File: src/rtl/ms_slot_scheduler.sv
// Round-robin scheduler sharing one registered master-slave output slot among
// NUM_REQ blocking-write requesters, alternating grant (section_a) and offer (section_b).
package ms_slot_scheduler_pkg;
    typedef enum logic {
        section_a = 1'b0,
        section_b = 1'b1
    } Phases;
endpackage

module ms_slot_scheduler
    import ms_slot_scheduler_pkg::*;
#(
    parameter int NUM_REQ = 4,
    parameter int DATA_W  = 32,
    parameter int CNT_W   = 16
) (
    input  logic                              clk,
    input  logic                              rst,
    input  logic [NUM_REQ-1:0][DATA_W-1:0]    req_data,
    input  logic [NUM_REQ-1:0]                req_sync,
    output logic [NUM_REQ-1:0]                req_notify,
    output logic [DATA_W-1:0]                 s_out,
    output logic                              s_out_valid,
    input  logic                              s_out_ready,
    output logic [$clog2(NUM_REQ)-1:0]        grant_id,
    output Phases                             phase,
    output logic [CNT_W-1:0]                  xfer_count
);
    localparam int ID_W = $clog2(NUM_REQ);
    localparam logic [ID_W-1:0] LAST_IDX = ID_W'(NUM_REQ - 1);
    localparam logic [ID_W:0]   N_WIDE   = (ID_W + 1)'(NUM_REQ);

    // Handshake: a value transfers at a rising edge where s_out_valid and
    // s_out_ready are both 1; valid never drops and s_out never changes before that.

    Phases                    phase_next;
    logic [ID_W-1:0]          last_grant;
    logic [ID_W-1:0]          start_idx;
    logic [ID_W-1:0]          win_idx;
    logic [ID_W:0]            cand_wide;
    logic                     any_req;

    logic [DATA_W-1:0]        s_out_d;
    logic                     valid_d;
    logic [NUM_REQ-1:0]       notify_d;
    logic [ID_W-1:0]          grant_d;
    logic [ID_W-1:0]          last_d;
    logic [CNT_W-1:0]         cnt_d;

    // Circular first-set scan; the sum stays below 2*NUM_REQ so one subtract wraps it.
    always_comb begin
        start_idx = (last_grant == LAST_IDX) ? '0 : last_grant + 1'b1;
        win_idx   = '0;
        any_req   = 1'b0;
        cand_wide = '0;
        for (int i = 0; i < NUM_REQ; i++) begin
            cand_wide = {1'b0, start_idx} + (ID_W + 1)'(i);
            if (cand_wide >= N_WIDE) begin
                cand_wide = cand_wide - N_WIDE;
            end
            if (!any_req && req_sync[cand_wide[ID_W-1:0]]) begin
                any_req = 1'b1;
                win_idx = cand_wide[ID_W-1:0];
            end
        end
    end

    always_ff @(posedge clk) begin
        if (rst) begin
            phase <= section_a;
        end else begin
            phase <= phase_next;
        end
    end

    always_comb begin
        phase_next = phase;
        case (phase)
            section_a: if (any_req)     phase_next = section_b;
            section_b: if (s_out_ready) phase_next = section_a;
            default:                    phase_next = section_a;
        endcase
    end

    always_comb begin
        s_out_d  = s_out;
        valid_d  = s_out_valid;
        notify_d = '0;
        grant_d  = grant_id;
        last_d   = last_grant;
        cnt_d    = xfer_count;
        case (phase)
            section_a: begin
                if (any_req) begin
                    s_out_d  = req_data[win_idx];
                    valid_d  = 1'b1;
                    notify_d = {{(NUM_REQ-1){1'b0}}, 1'b1} << win_idx;
                    grant_d  = win_idx;
                end
            end
            section_b: begin
                if (s_out_ready) begin
                    valid_d = 1'b0;
                    last_d  = grant_id;
                    cnt_d   = xfer_count + 1'b1;
                end
            end
            default: ;
        endcase
    end

    // last_grant resets to the top index so requester 0 wins first.
    always_ff @(posedge clk) begin
        if (rst) begin
            s_out       <= '0;
            s_out_valid <= 1'b0;
            req_notify  <= '0;
            grant_id    <= '0;
            last_grant  <= LAST_IDX;
            xfer_count  <= '0;
        end else begin
            s_out       <= s_out_d;
            s_out_valid <= valid_d;
            req_notify  <= notify_d;
            grant_id    <= grant_d;
            last_grant  <= last_d;
            xfer_count  <= cnt_d;
        end
    end
endmodule

File: config.mk
export PLATFORM = sky130hd
export DESIGN_NAME = ms_slot_scheduler
export DESIGN_NICKNAME = d
export VERILOG_FILES = /design/src/rtl/ms_slot_scheduler.sv
export SDC_FILE = /design/constraint.sdc
export NUM_CORES = 1
export LEC_CHECK = 0
export ABC_CLOCK_PERIOD_IN_PS = 2500
export CORE_ASPECT_RATIO = 0.7
export CORE_MARGIN = 10
export CORE_UTILIZATION = 36
export CTS_CLUSTER_SIZE = 10
export DETAILED_ROUTE_END_ITERATION = 12
export PLACE_DENSITY = 0.8
export SLEW_MARGIN = 5
export SYNTH_ARGS = -nofsm -noshare
export SYNTH_HDL_FRONTEND = slang
export SYNTH_SLANG_ARGS = --single-unit
File: constraint.sdc
create_clock -name clk -period 2.5 [get_ports clk]
set_input_delay 0.5 -clock clk [delete_from_list [all_inputs] [get_ports clk]]
set_output_delay 0.5 -clock clk [all_outputs]
set_load 0.02 [all_outputs]
==> flow_summary_export.csv <==
group,metric,value,unit
global_route,top_usage_layer,"met2",
routing,drtPass1Iterations,4,
final_layout,final_cell_count_no_fill,612,
worst_setup_path,rr_worst_depth,7,
power_and_ir_drop,internal_power,2.41,mW
placement,dp_hpwl,9440,µm
worst_setup_path,critPathSlowestCell,"clkdlybuf4s50_1",
routing,via_per_inst,5.20,
routing,wl_per_cell,19.3,µm
power_and_ir_drop,p_leak,2.21,nW
placement,portBuffers,190,
synthesis,synthTopCellsByArea,"dfxtp_1, mux2i_1, o221ai_1, nand2_1, xnor2_1",
power_and_ir_drop,swShare,26.4,%
worst_setup_path,crit_type,"primary input to flip-flop",
timing,fmax,438,MHz
routing,vias,3180,
placement,globalplace.congestion,0.915,
timing,relSlewSlack,73.0,%
worst_setup_path,cp-start-kind,"primary input",
global_route,track_usage,18.5,%
power_and_ir_drop,pwr-share-comb,27.3,%
power_and_ir_drop,p_clk_share,40.4,%
timing,fin_crit,2.28,ns
worst_setup_path,path_buf_inv,2,
worst_setup_path,r2r_end,"s_out[12]",
final_layout,antenna_cells,0,
global_route,grt_pass1_vias,3384,
global_route,groute.layer.met2.usage,32.5,%
worst_setup_path,reg2reg_from,"last_grant[0]",
clock_tree,clk_pin_slew_worst_paths,0.05,ns
final_layout,finalNetCount,643,
clock_tree,cts_tree,"done",
global_route,grt_max_degree,31,
worst_setup_path,worstSetupEndpointType,"flip-flop",
global_route,gr-total-overflow,0,
final_layout,area_delta_synth_final,82.1,%
global_route,met1_usage,20.3,%
hold_path,hold_start,"s_out[29]",
synthesis,synth_edf_count,0,
clock_tree,root_buffer,"clkbuf_16",
worst_setup_path,worstPathArrival,2.46,ns
synthesis,synth_cells,312,
clock_tree,cts_resized,0,
hold_path,hold_end,"s_out[29]",
timing,rsz0062_at_grt,"no",
hold_path,hold_path_class,"flip-flop to flip-flop",
synthesis,yosys.area.top_type,"dfxtp_1",
job,drv_cap,0,
routing,drc,0,
timing,fin_crit_sh,91.3,%
global_route,grt_pass1_wl,18000,µm
worst_setup_path,worstPathCellList,"clkdlybuf4s50_1 > nor3_1 > nand3_1 > nand3_4 > buf_12 > mux2i_1 > o221ai_1",
clock_tree,ctsHoldBuffers,0,
floorplanning,core,7870,µm²
worst_setup_path,reg2reg_slack,0.32,ns
synthesis,async_flop_share,0,%
synthesis,syn_area,2920,µm²
synthesis,synth_ff_type,"dfxtp_1",
floorplanning,die_area,12200,µm²
placement,postPlaceCellArea,5000,µm²
synthesis,synthTopCellsByCount,"mux2i_1, dfxtp_1, nand2_1",
clock_tree,clock_path_buffers,2,
floorplanning,die_w,128,µm
timing,setup_viol,0,
worst_setup_path,critical_path.max_stage_delay,0.49,ns
synthesis,synth_seq_area_share,39.7,%
power_and_ir_drop,finalPower,3.28,mW
synthesis,synth_top_area_share,39.7,%
timing,fin_worst_skew,0.00736,ns
power_and_ir_drop,switchingPower,0.866,mW
final_layout,drive_above_1_share,6.26,%
routing,wl,11800,µm
timing,worst_pin_slew,0.403,ns
timing,drv_slew,0,
worst_setup_path,crit_family,"simple AND/OR/NAND/NOR gates",
global_route,grtUsageMet3,7.71,%
synthesis,ys_warn_count,0,
clock_tree,numCtsBuffers,9,
synthesis,ys_seq_elements,58,
clock_tree,cts_setup_buffers,0,
clock_tree,htreeDepth,3,
power_and_ir_drop,pwr_density_cell,616,nW/µm²
synthesis,yosysUniqueCellTypes,33,
routing,drtIter0Drc,139,
final_layout,final_cell_area,5320,µm²
power_and_ir_drop,peakVddDrop,0.000356,V
synthesis,yosys.cell_count.top_type,"mux2i_1",
status,status,"finished clean",
timing,finalHoldViolCount,0,
power_and_ir_drop,seqPwrFrac,32.2,%
clock_tree,clk-insertion-delay-late,0.32,ns
placement,place_inst,596,
clock_tree,cts.sinks,58,
hold_path,whs_path_depth,2,
global_route,antenna_found_initial,0,
worst_setup_path,cp.required,2.68,ns
timing,tns,0,ns
final_layout,utilization,67.6,%
floorplanning,initial_utilization,37.1,%
synthesis,avgSynthCellArea,9.36,µm²
floorplanning,rows,27,
worst_setup_path,worstPathMaxFanout,23,
floorplanning,boundaryPins,191,
routing,ant_nets,0,
floorplanning,die_h,95.4,µm
synthesis,synth_nets,449,
-- stage by stage --
step / hold WS (ns) / worst slack [ns]
finish: 0.462 / 0.217
global route: 0.481 / 0.166
CTS: 0.465 / 0.242
detailed placement: 0.450 / -0.0233
global placement: 0.442 / 0.144
floorplan: 0.442 / 0.604
-- worst register-to-register path: cells and delay by family (launching register included) --
family | cells | cell delay (ns)
adder cells (fa/ha/maj) | 1 | 0.22
AO/OA/AOI/OAI | 1 | 0.18
flip-flops | 1 | 0.34
multiplexers | 1 | 0.27
buffers and inverters | 1 | 0.23
AND/OR/NAND/NOR | 3 | 0.79
-- cells by family (layout without fill, tap and decap cells) --
kind of cell,Yosys count,count (layout),synth area share [%]
XOR/XNOR,11,11,3.30
AND/OR/NAND/NOR,99,99,15.2
adder cells (fa/ha/maj),2,2,0.856
multiplexers,64,64,21.9
buffers and inverters,28,227,5.31
flip-flops,58,58,39.7
AO/OA/AOI/OAI,50,50,13.7
-- power by group through the flow --
| stage | registers (mW) | logic [mW] | clock network (mW) |
|---|---|---|---|
| after CTS | 1.06 | 0.904 | 1.34 |
| after global routing | 1.07 | 0.950 | 1.39 |
| after detailed placement | 1.07 | 0.899 | 0 |
| final | 1.06 | 0.896 | 1.33 |
| after global placement | 1.07 | 0.879 | 0 |
| after floorplan | 1.17 | 0.322 | 0 |
-- how the worst max path moves through the flow --
stage             startpoint         to  depth (start not counted)
2_1_floorplan  last_grant[0]   s_out[0]                          8
3_3_place_gp     req_sync[3]   s_out[7]                          7
3_5_place_dp     req_sync[3]  s_out[12]                          7
4_1_cts          req_sync[3]  s_out[12]                          7
5_1_grt          req_sync[3]  s_out[12]                          7
6_report         req_sync[3]  s_out[12]                          7
-- placed cells by master (no fill, tap or decap), types with 5 or more instances in the layout --
master	instances
dfxtp_1	58
a21oi_1	7
mux2i_1	64
clkbuf_16	9
inv_1	7
buf_4	9
xnor2_1	8
or3_1	6
nand2_1	50
o221ai_1	33
nor2_1	17
nor3_1	5
buf_12	5
clkdlybuf4s50_1	190
-- flip-flops by register name, indices dropped and copies added (netlist names) --
signal / count
s_out: 32
xfer_count: 16
req_notify: 4
grant_id: 2
last_grant: 2
phase: 1
s_out_valid: 1
-- cell type report --
class                      instances  area (µm²)
inverter                           7        26.3
clock buffer                      11         243
multi-input combinational        226        1620
sequential                        58        1160
clock inverter                     5        77.6
fill                             630        2550
tap                              101         126
timing repair buffer             204        2070
-- per-layer routing --
layer	vias to the layer above	routed length [µm]
met4	0	123
li1	1525	-
met2	143	5780
met3	11	1160
met5	-	0
met1	1501	4740
No activity file was read; power rests on OpenSTA's default activity.
